<file path="src/rtl/sym_stream_sched_pkg.sv">
// Shared encodings for the symbol-stream scheduler and its pattern detector.
package sym_stream_sched_pkg;

  localparam logic [1:0] SYM_0 = 2'd0;
  localparam logic [1:0] SYM_1 = 2'd1;
  localparam logic [1:0] SYM_2 = 2'd2;
  localparam logic [1:0] SYM_3 = 2'd3;

  typedef enum logic [1:0] {
    S0 = 2'b00,
    S1 = 2'b01,
    S2 = 2'b10,
    S3 = 2'b11
  } det_state_t;

  typedef enum logic {
    IDLE = 1'b0,
    RUN  = 1'b1
  } sched_state_t;

  function automatic logic [1:0] chan_onehot(input logic ch);
    return ch ? 2'b10 : 2'b01;
  endfunction

endpackage

</file>
<file path="src/rtl/sym_match_fsm.sv">
// Detects symbol runs of the form 1+ 2+ 3+; match is flagged combinationally
// for the symbol being consumed when it drives the detector into S3.
module sym_match_fsm
  import sym_stream_sched_pkg::*;
(
  input  logic       clk,
  input  logic       reset,
  input  logic       clr,
  input  logic       en,
  input  logic [1:0] num,
  output logic       match
);

  det_state_t state;
  det_state_t nxt;

  always_comb begin
    nxt = S0;
    case (state)
      S0: nxt = (num == SYM_1) ? S1 : S0;
      S1: begin
        if (num == SYM_1)      nxt = S1;
        else if (num == SYM_2) nxt = S2;
        else                   nxt = S0;
      end
      S2: begin
        case (num)
          SYM_1:   nxt = S1;
          SYM_2:   nxt = S2;
          SYM_3:   nxt = S3;
          default: nxt = S0;
        endcase
      end
      S3: begin
        if (num == SYM_1)      nxt = S1;
        else if (num == SYM_3) nxt = S3;
        else                   nxt = S0;
      end
      default: nxt = S0;
    endcase
  end

  assign match = en && (nxt == S3);

  always_ff @(posedge clk) begin
    if (reset || clr) state <= S0;
    else if (en)      state <= nxt;
  end

endmodule

</file>
<file path="src/rtl/sym_stream_sched.sv">
// Round-robin two-channel burst scheduler sharing one pattern detector, with
// per-channel saturating match counters and a done pulse per burst.
module sym_stream_sched
  import sym_stream_sched_pkg::*;
#(
  parameter int LEN_W = 4,
  parameter int CNT_W = 8
) (
  input  logic             clk,
  input  logic             reset,
  input  logic [1:0]       req,
  input  logic [LEN_W-1:0] len0,
  input  logic [LEN_W-1:0] len1,
  input  logic [1:0]       sym0,
  input  logic [1:0]       sym1,
  output logic [1:0]       gnt,
  output logic             busy,
  output logic             hit,
  output logic [CNT_W-1:0] hit_cnt0,
  output logic [CNT_W-1:0] hit_cnt1,
  output logic             done,
  output logic             done_id
);

  localparam logic [CNT_W-1:0] CNT_MAX = '1;

  function automatic logic [CNT_W-1:0] sat_inc(input logic [CNT_W-1:0] v);
    return (v == CNT_MAX) ? v : v + CNT_W'(1);
  endfunction

  sched_state_t     state;
  logic             owner;
  logic             ptr;
  logic [LEN_W-1:0] rem;
  logic [1:0]       elig;
  logic             winner;
  logic [1:0]       cur_sym;
  logic             det_clr;
  logic             det_en;
  logic             match;

  assign elig = {req[1] && (len1 != '0), req[0] && (len0 != '0)};

  // On a tie the channel that was not served last wins.
  always_comb begin
    winner = elig[1];
    if (elig == 2'b11) winner = ~ptr;
  end

  assign cur_sym = owner ? sym1 : sym0;
  assign det_clr = (state == IDLE);
  assign det_en  = (state == RUN);
  assign busy    = |gnt;

  sym_match_fsm u_det (
    .clk   (clk),
    .reset (reset),
    .clr   (det_clr),
    .en    (det_en),
    .num   (cur_sym),
    .match (match)
  );

  always_ff @(posedge clk) begin
    if (reset) begin
      state    <= IDLE;
      owner    <= 1'b0;
      ptr      <= 1'b1;
      rem      <= '0;
      gnt      <= 2'b00;
      hit      <= 1'b0;
      done     <= 1'b0;
      done_id  <= 1'b0;
      hit_cnt0 <= '0;
      hit_cnt1 <= '0;
    end else begin
      hit  <= 1'b0;
      done <= 1'b0;
      case (state)
        IDLE: begin
          if (|elig) begin
            state <= RUN;
            owner <= winner;
            ptr   <= winner;
            rem   <= winner ? len1 : len0;
            gnt   <= chan_onehot(winner);
          end
        end
        RUN: begin
          hit <= match;
          if (match) begin
            if (owner) hit_cnt1 <= sat_inc(hit_cnt1);
            else       hit_cnt0 <= sat_inc(hit_cnt0);
          end
          rem <= rem - LEN_W'(1);
          if (rem == LEN_W'(1)) begin
            state   <= IDLE;
            gnt     <= 2'b00;
            done    <= 1'b1;
            done_id <= owner;
          end
        end
        default: state <= IDLE;
      endcase
    end
  end

endmodule

</file>
<file path="config.mk">
export PLATFORM = sky130hd
export DESIGN_NAME = sym_stream_sched
export DESIGN_NICKNAME = d
export VERILOG_FILES = /design/src/rtl/sym_stream_sched_pkg.sv /design/src/rtl/sym_match_fsm.sv /design/src/rtl/sym_stream_sched.sv
export SDC_FILE = /design/constraint.sdc
export NUM_CORES = 1
export LEC_CHECK = 0
export BUFFER_PORTS_ARGS = -buffer_cell sky130_fd_sc_hd__buf_2
export CAP_MARGIN = 40
export CORE_ASPECT_RATIO = 1.75
export CORE_MARGIN = 5
export CORE_UTILIZATION = 57
export CTS_BUF_LIST = sky130_fd_sc_hd__clkbuf_8
export DETAILED_ROUTE_END_ITERATION = 12
export PLACE_DENSITY_LB_ADDON = 0.3
export SYNTH_ARGS = -nofsm -noshare
export SYNTH_HDL_FRONTEND = slang
export SYNTH_SLANG_ARGS = --single-unit
</file>
<file path="constraint.sdc">
create_clock -name clk -period 2.55 [get_ports clk]
set_input_delay 0.51 -clock clk [delete_from_list [all_inputs] [get_ports clk]]
set_output_delay 0.51 -clock clk [all_outputs]
set_load 0.005 [all_outputs]
</file>
# == Word-level counts from Yosys, hierarchy flattened ==
# Cells that the tools add are included.
# totals
inputBits,16
ff_bits,30
# classes
reduce_logical,15
mux,20
add_sub_neg,3
bitwise,5
n_eq_ne,13
# ops
op,count
"8-bit by 1-bit adder with 8-bit output, second input constant",2
"8-bit equality test, second input constant",2
2-bit two-way mux,8
"2-bit equality test, second input constant",6
4-bit two-way mux,2
2-bit case mux with 4 select lines,1
4-bit case mux with 2 select lines,1
4-bit AND reduction,2
4-bit nonzero test,2
2-bit case mux with 3 select lines,1
2-bit AND reduction,3
2-bit OR reduction,3
1-bit two-way mux,5
1-bit inverter,5
"2-bit by 1-bit equality test with 1-bit output, second input constant",2
"4-bit by 1-bit equality test with 1-bit output, second input constant",1
2-bit case mux with 2 select lines,1
"4-bit by 1-bit subtractor with 4-bit output, second input constant",1
1-bit logical AND,3
2-bit zero test,1
"2-bit by 1-bit != test with 1-bit output, second input constant",1
"2-bit != test, second input constant",1
1-bit case mux with 2 select lines,1
1-bit logical OR,1

# == Logic depth before layout (Yosys ltp) ==
# Gate-level depths: netlist of the first run.
# depth
ltp_word,8
mapped_depth,6
ltp_nobuf,6

# == Cells and area by module ==
# A second synthesis of the first run with hierarchy kept.
# hier_totals
cells_unflattened,181
area_unflattened_um2,1592.8
# by_module_without_submodules
module,cells_per_inst,seq_area_each_um2,area_per_inst_um2,instances
sym_stream_sched,167,560.5,1477.7,1
sym_match_fsm,14,40.0,115.1,1

# == Worst setup path before layout of the first run ==
# OpenSTA, ideal clock, no wires.
# synth_path
path_kind,in2reg
start,input len1[0]
end,register rem[3]
slack_ps,764
t_arrival_ps,1683
n_path_buf,0
path_stages,4
required_ps,2447
path_cell_list,o41ai_2 a21oi_4 mux2i_1 a2111oi_2
# synth_between
elab_chain_len,7
word_cells_on_any_way,9
classes_between,eq/ne: 2; mux: 4; reduce/logical: 3
# synth_lines
element,line,source
"start, declared",sym_stream_sched.sv:13,"input logic [LEN_W-1:0] len1,"
4-bit nonzero test (*),sym_stream_sched.sv:42,"assign elig = {req[1] && (len1 != '0), req[0] && (len0 != '0)};"
1-bit logical AND (*),sym_stream_sched.sv:42,
2-bit equality test,sym_stream_sched.sv:47,if (elig == 2'b11) winner = ~ptr;
1-bit two-way mux,sym_stream_sched.sv:47,
4-bit two-way mux,sym_stream_sched.sv:85,rem <= winner ? len1 : len0;
4-bit two-way mux,sym_stream_sched.sv:81,if (|elig) begin
4-bit case mux with 2 select lines,sym_stream_sched.sv:79,case (state)
"end signal, assigned",sym_stream_sched.sv:85,
"end signal, assigned",sym_stream_sched.sv:95,rem <= rem - LEN_W'(1);
"end, declared",sym_stream_sched.sv:34,logic [LEN_W-1:0] rem;
# Every way passes the cells marked *; elsewhere a longest branch is shown, timed or not. The select of a mux whose other input is x is not followed.
# A chain may end at the register's enable or synchronous reset.

# == Worst setup path in the final report of the first run ==
# layout_path
start,register hit_cnt0[0]
end,register hit_cnt0[1]
# layout_between
elab_chain_len,3
word_cells_on_any_way,4
classes_between,add/sub: 1; eq/ne: 1; bitwise: 1; reduce/logical: 1
# layout_lines
element,line,source
"start, declared",sym_stream_sched.sv:19,"output logic [CNT_W-1:0] hit_cnt0,"
"start signal, assigned",sym_stream_sched.sv:93,else hit_cnt0 <= sat_inc(hit_cnt0);
"parallel branches: the longest is 3 deep, another holds 8-bit by 1-bit adder with 8-bit output",--,
# Parallel ways; which one is timed is not known.

==> summary.md, run 1 <==
| Metric | Value |
|---|---|
| Worst path cell trace | ha_1, nand3_1, o211ai_1, mux2i_1, nor2_1 |
| Die Ht | 77.2 um |
| Hold WC Path Type | flip-flop to flip-flop |
| FF-to-FF setup slack | 660 ps |
| Final wirelength | 3440 um |
| Worst path slowest cell | o211ai_1 |
| Pins Over Slew Limit | 0 |
| Via/cell ratio | 6.21 |
| FFs w/ async S/R, synth | 0% |
| HPWL after DPL | 2520 um |
| Clk buf depth | 2 |
| Post-synth EDFFs | 0 |
| I/O pins | 38 |
| Cell taking the most area after synthesis | dfxtp_1 |
| Synthesized net count | 187 |
| Clock root cell | clkbuf_8 |
| Critical path type | flip-flop to flip-flop |
| Fraction of layout cells with a size suffix above 1 | 24.8% |
| Cts repair resizes | 0 |
| Setup repair bufs after CTS | 0 |
| Final Hold Vio Count | 0 |
| Outcome | finished clean |
| Share of the synthesized area in the top cell type | 40.8% |
| Final worst-path cycle share | 74.1% |
| Initial Util | 59.1% |
| Share of the yosys chip area belonging to registers | 40.8% |
| Hold depth | 2 |
| CTS HTree Levels | 2 |
| Critical R2R Capture | hit_cnt0[1] |
| Relative slew slack | 37.4% |
| MaxCap Viol Count | 0 |
| Largest cells by area after synthesis | dfxtp_1 (41%), mux2i_1 (6.1%), a21oi_1 (5.1%) |
| # diodes | 0 |
| Clock transition at path regs | 60 ps |
| Overflow after GRT | 0 |
| F_max | 0.529 GHz |
| Post-Synth Simple-Gate Area | 21.8% |
| Worst r2r path cells | 5 |
| Area of the mapped netlist | 0.00147 mm^2 |
| Largest net degree at the start of global routing | 31 |
| Xor and xnor area share after synthesis | 2.38% |
| Yosys warning total | 0 |
| Port bufs | 37 |
| Max VDD drop | 0.463 mV |
| Residual DRC | 0 |
| Synth Area in Compound Gates | 21.2% |
| Seq cells post-synth | 30 |
| Endpoints failing setup | 0 |
| Yosys cell types | 36 |
| FF-to-FF Start | hit_cnt0[0] |
| Maximum fanout along the worst path | 14 |
| Inserted Clock Buffers | 5 |
| ANT nets after route | 0 |
| CP arrival | 2030 ps |
| Count leader, synth | dfxtp_1 |
| Post-Synthesis Cells | 167 |
| Core Region | 0.00249 mm^2 |
| Total track usage | 19.3% |
| Rows | 24 |
| Family with the most delay on the worst path | compound AO/OA/AOI/OAI gates |
| Pwr Density | 553 mW/mm^2 |
| RSZ-0062 raised after global routing | no |
| Worst path depth | 5 |
| Worst path bufs/invs | 0 |
| Hold Crit Start | u_det.state[1] |
| Final core utilization | 70.4% |
| TritonCTS clock tree | done |
| First-pass GRT wire length | 5800 um |
| First drt pass iteration count | 4 |
| # hold bufs at CTS | 0 |
| Setup TNS | 0 ps |
| Layout Area Growth over Synthesis | 19.2% |
| Clock skew | 2.64 ps |
| Synth cell count leaders | dfxtp_1 (30), a21oi_1 (15), nor2_1 (12), mux2i_1 (9), nand2_1 (9) |
| Nets | 226 |
| Proportion of synthesized area in mux cells | 6.88% |
| Leading register cell type out of synthesis | dfxtp_1 |
| Fin crit period | 1890 ps |
| Critical Path RT | 2700 ps |
| CTS Sinks | 30 |
| Iter 0 DRT Violations | 32 |
| Leakage | 0.732 nW |
| Largest family of logic cells by synthesized area | simple AND/OR/NAND/NOR gates |
| Hold Path Sink | hit |
| Mean cell area of the mapped netlist | 8.82 um^2 |
| CP Capture Type | flip-flop |
| Die area | 0.00374 mm^2 |
| Startpoint types | flip-flop |
| Worst-skew pair later-pin latency | 280 ps |
| Via Count | 1441 |
| Least-Margin Pin Slew | 935 ps |
| Worst path max stage delay | 750 ps |
| Gpl congestion | 0.887 |
| Initial antenna violation count | 0 |
| DR WL/cell | 14.8 um |
| Adder-Cell Fraction of Synth Area | 3.40% |
| Vias in the first global route | 1357 |
| Die Width | 48.4 um |
[worst register-to-register path, cell delays in order, from the launching register on]
cell and delay, ps:
dfxtp_1 380, ha_1 210, nand3_1 90, o211ai_1 750
mux2i_1 280, nor2_1 60
[worst max path at each step]
stage	startpoint	to
5_1_grt	hit_cnt0[0]	hit_cnt0[3]
4_1_cts	hit_cnt1[0]	hit_cnt1[3]
3_5_place_dp	len1[0]	rem[3]
6_report	hit_cnt0[0]	hit_cnt0[1]
2_1_floorplan	len1[0]	rem[3]
3_3_place_gp	len1[0]	rem[3]
[sequential cells by signal, summed over array words and instances, names as in the netlist, 2 cells and up]
register	flops
u_det.state	2
hit_cnt0	8
hit_cnt1	8
rem	4
gnt	2
[cell usage in the layout (no fill, tap or decap), drive strengths merged, types with 4 or more instances in the layout]
cell	synthesis	layout
buf	1	39
dfxtp	30	30
a21oi	16	16
nor2	12	12
inv	7	9
mux2i	9	9
nand2	9	9
nand3	8	8
o21ai	8	8
nor3	7	7
o31ai	6	6
or4	6	6
or3	5	5
clkbuf	6	5
xor2	4	4
ha	4	4
[cell type report]
cell class	instances	area, um^2
Clock buffer	5	68.8
Clock inverter	2	7.51
Fill cell	199	737
Inverter	7	26.3
Multi-Input combinational cell	123	820
Sequential cell	30	601
Tap cell	26	32.5
Timing Repair Buffer	39	200
[metrics by stage]
stage / setup WS [ps] / hold slack [ps] / instances / power, mW / area (um^2)
finish: 661 / 491 / 232 / 0.971 / 1760
global route: 477 / 522 / 232 / 1.02 / 1760
CTS: 598 / 497 / 231 / 0.980 / 1750
detailed placement: 488 / 487 / 224 / 0.638 / 1670
global placement: 572 / 470 / 224 / 0.633 / 1670
floorplan: 764 / 457 / 167 / 0.594 / 1470
[kinds of logic after synthesis]
logic type               after synthesis
flip-flops                            30
AND/OR/NAND/NOR                       60
adder cells (fa/ha/maj)                4
AO/OA/AOI/OAI                         45
XOR/XNOR                               4
buffers and inverters                 14
multiplexers                          10
[routing by layer]
| metal | vias up | wire length, um | GRT usage [%] |
|---|---|---|---|
| li1 | 705 | - | - |
| met1 | 670 | 1250 | 19.4 |
| met2 | 57 | 1820 | 32.2 |
| met3 | 9 | 235 | 6.40 |
| met4 | 0 | 129 | 13.9 |
| met5 | - | 0 | 0 |
[power by group]
group | total, mW | internal, mW | leakage (nW) | switching (mW)
Sequential | 0.502 | 0.487 | 0.244 | 0.0154
Clock | 0.340 | 0.179 | 0.0466 | 0.161
Combinational | 0.129 | 0.0562 | 0.442 | 0.0725
No activity file was read; power rests on OpenSTA's default activity.
==> run 2: changes to the inputs <==
- CORE_UTILIZATION: 57 -> 54
- clock period: 2.55 -> 1.9 ns (I/O delays scaled with it)
==> summary.md, run 2 (synthesis results as in run 1) <==
| Metric | Value |
|---|---|
| Outcome | finished clean |
| Gpl congestion | 0.822 (-7.4%) |
| Critical R2R Capture | hit_cnt1[7] |
| FILL cells | 217 (+9.0%) |
| Worst path bufs/invs | 1 (+1) |
| Die area | 0.00391 mm^2 (+4.6%) |
| Iter 0 DRT Violations | 59 (+84%) |
| Final worst-path cycle share | 93.8% (+20 points) |
| Worst path slowest cell | dfxtp_1 |
| Die Width | 49.5 um (+2.2%) |
| First drt pass iteration count | 4 (unchanged) |
| Endpoints failing setup | 0 (unchanged) |
| Setup TNS | 0 ps (unchanged) |
| Core Region | 0.00266 mm^2 (+6.7%) |
| Final wirelength | 3680 um (+6.8%) |
| Least-Margin Pin Slew | 525 ps (-411 ps) |
| Vias in the first global route | 1428 (+5.2%) |
| Pins Over Slew Limit | 0 (unchanged) |
| Fin crit period | 1780 ps (-108 ps) |
| Startpoint types | flip-flop |
| Via Count | 1465 (+1.7%) |
| Via/cell ratio | 6.03 (-2.9%) |
| Sequential share of power | 49.2% (-2.5 points) |
| Overflow after GRT | 0 (unchanged) |
| Switch Pwr | 0.354 mW (+42%) |
| Relative slew slack | 65.0% (+28 points) |
| Worst-skew pair later-pin latency | 290 ps (about the same) |
| RSZ-0062 raised after global routing | no |
| Multi-input gate area | 820 um^2 (unchanged) |
| Final Hold Vio Count | 0 (unchanged) |
| MaxCap Viol Count | 0 (unchanged) |
| Hold WC Path Type | input port to flip-flop |
| CP arrival | 2000 ps (-30 ps) |
| CTS HTree Levels | 2 (unchanged) |
| Initial Util | 55.4% (-3.7 points) |
| ANT nets after route | 0 (unchanged) |
| Cts repair resizes | 0 (unchanged) |
| Post-placement setup slack | 96.1 ps (-392 ps) |
| I/O pins | 38 (unchanged) |
| # diodes | 0 (unchanged) |
| Port bufs | 37 (unchanged) |
| Internal | 1.02 mW (+41%) |
| Hold Path Sink | rem[1] |
| Inserted Clock Buffers | 5 (unchanged) |
| Layout Area Growth over Synthesis | 24.9% |
| Worst path cell trace | and4_1, o211ai_1, buf_4, or4_1, a21oi_1 |
| Worst r2r path cells | 5 (unchanged) |
| Clock skew | 10.2 ps (+7.56 ps) |
| Total track usage | 19.5% (+0.19 points) |
| Leakage | 0.777 nW (+6.2%) |
| Max VDD drop | 0.550 mV (+19%) |
| Residual DRC | 0 (unchanged) |
| Rows | 25 (+4.2%) |
| PnR Total Power | 1.37 mW (+41%) |
| Worst path max stage delay | 470 ps (-280 ps) |
| Most common cell after layout, fill and taps aside | buf_2 |
| Start point of the critical path | owner |
| Clk buf depth | 2 (unchanged) |
| Biggest regs | hit_cnt0: 8 flops, hit_cnt1: 8 flops, rem: 4 flops |
| Sw Share | 25.8% (+0.13 points) |
| CP Capture Type | flip-flop |
| Critical path type | flip-flop to flip-flop |
| Clock transition at path regs | 70 ps (about the same) |
| F_max | 0.561 GHz (+6.0%) |
| Largest net degree at the start of global routing | 31 (unchanged) |
| HPWL after DPL | 2680 um (+6.2%) |
| Critical Path RT | 2120 ps (-580 ps) |
| FF/Latch Area | 601 um^2 (unchanged) |
| Final worst setup slack | 118 ps (-542 ps) |
| Hold Crit Start | len0[1] |
| Initial antenna violation count | 0 (unchanged) |
| TritonCTS clock tree | done |
| Family with the most delay on the worst path | simple AND/OR/NAND/NOR gates |
| Hold depth | 3 (+1) |
| DR WL/cell | 15.1 um (+2.0%) |
| Fraction of layout cells with a size suffix above 1 | 28.7% (+3.9 points) |
| Pwr Density | 746 mW/mm^2 (+35%) |
| Maximum fanout along the worst path | 6 (-8) |
| First-pass GRT wire length | 6040 um (+4.3%) |
| Clock root cell | clkbuf_8 |
| CTS Sinks | 30 (unchanged) |
| FF-to-FF Start | owner |
| Most frequent cells in the layout | buf_2 (37), dfxtp_1 (30), a21oi_1 (15) |
| Nets | 235 (+4.0%) |
| Clock power frac | 38.1% (+3.1 points) |
| FF-to-FF setup slack | 120 ps (-540 ps) |
| Die Ht | 79.1 um (+2.4%) |
| Combinational power share | 12.7% (-0.6 points) |
run 2: cell count changes in the layout (fill, tap and decap cells not counted):
cell	before	now
inv_1	9	8
buf_4	2	11
clkbuf_8	5	6
clkinv_2	0	1
run 2: cell type report:
| type | count | share of cell area [%] |
|---|---|---|
| multi-input combinational | 123 | 44.6 |
| sequential | 30 | 32.7 |
| timing repair buffer | 48 | 14.6 |
| clock buffer | 6 | 4.49 |
| tap | 27 | 1.84 |
| inverter | 7 | 1.43 |
| clock inverter | 2 | 0.476 |
run 2: timing repair:
action,4_1_cts,5_1_grt
setup buffers,0,5
endpoints found under the hold margin,0,0
hold buffers,0,0
setup endpoints to repair,0,8
run 2: per-stage QoR:
stage	hold WS, ps	utilization (%)	instance area (um^2)	instances
2_1_floorplan	457	-	1470	167
3_3_place_gp	472	64.3	1710	230
3_5_place_dp	484	64.3	1710	230
4_1_cts	407	67.8	1800	238
5_1_grt	433	69.2	1840	243
6_report	416	69.2	1840	243
run 2: per-layer routing:
layer / vias up / track usage, % / share of wire (%)
li1: 727 / - / -
met1: 687 / 17.6 / 38
met2: 43 / 36.6 / 54
met3: 8 / 6.38 / 6.4
met4: 0 / 11.0 / 2.0
met5: - / 0 / 0
run 2: tightest hold or removal path, cell delays in order:
cell and delay (ps):
buf_2 100, mux2i_1 60, o22ai_1 110
run 2: worst max-delay path by stage:
stage,end,depth (start not counted)
floorplan,rem[3],4
global placement,rem[3],5
detailed placement,hit_cnt0[1],6
CTS,hit_cnt0[1],6
global route,hit_cnt0[7],6
finish,hit_cnt1[7],5
run 2: power by group through the flow:
stage          clock, mW  combinational (mW)  sequential (mW)
2_1_floorplan          0               0.114            0.683
3_3_place_gp           0               0.167            0.687
3_5_place_dp           0               0.173            0.689
4_1_cts            0.536               0.174            0.675
5_1_grt            0.561               0.194            0.678
6_report           0.523               0.175            0.675
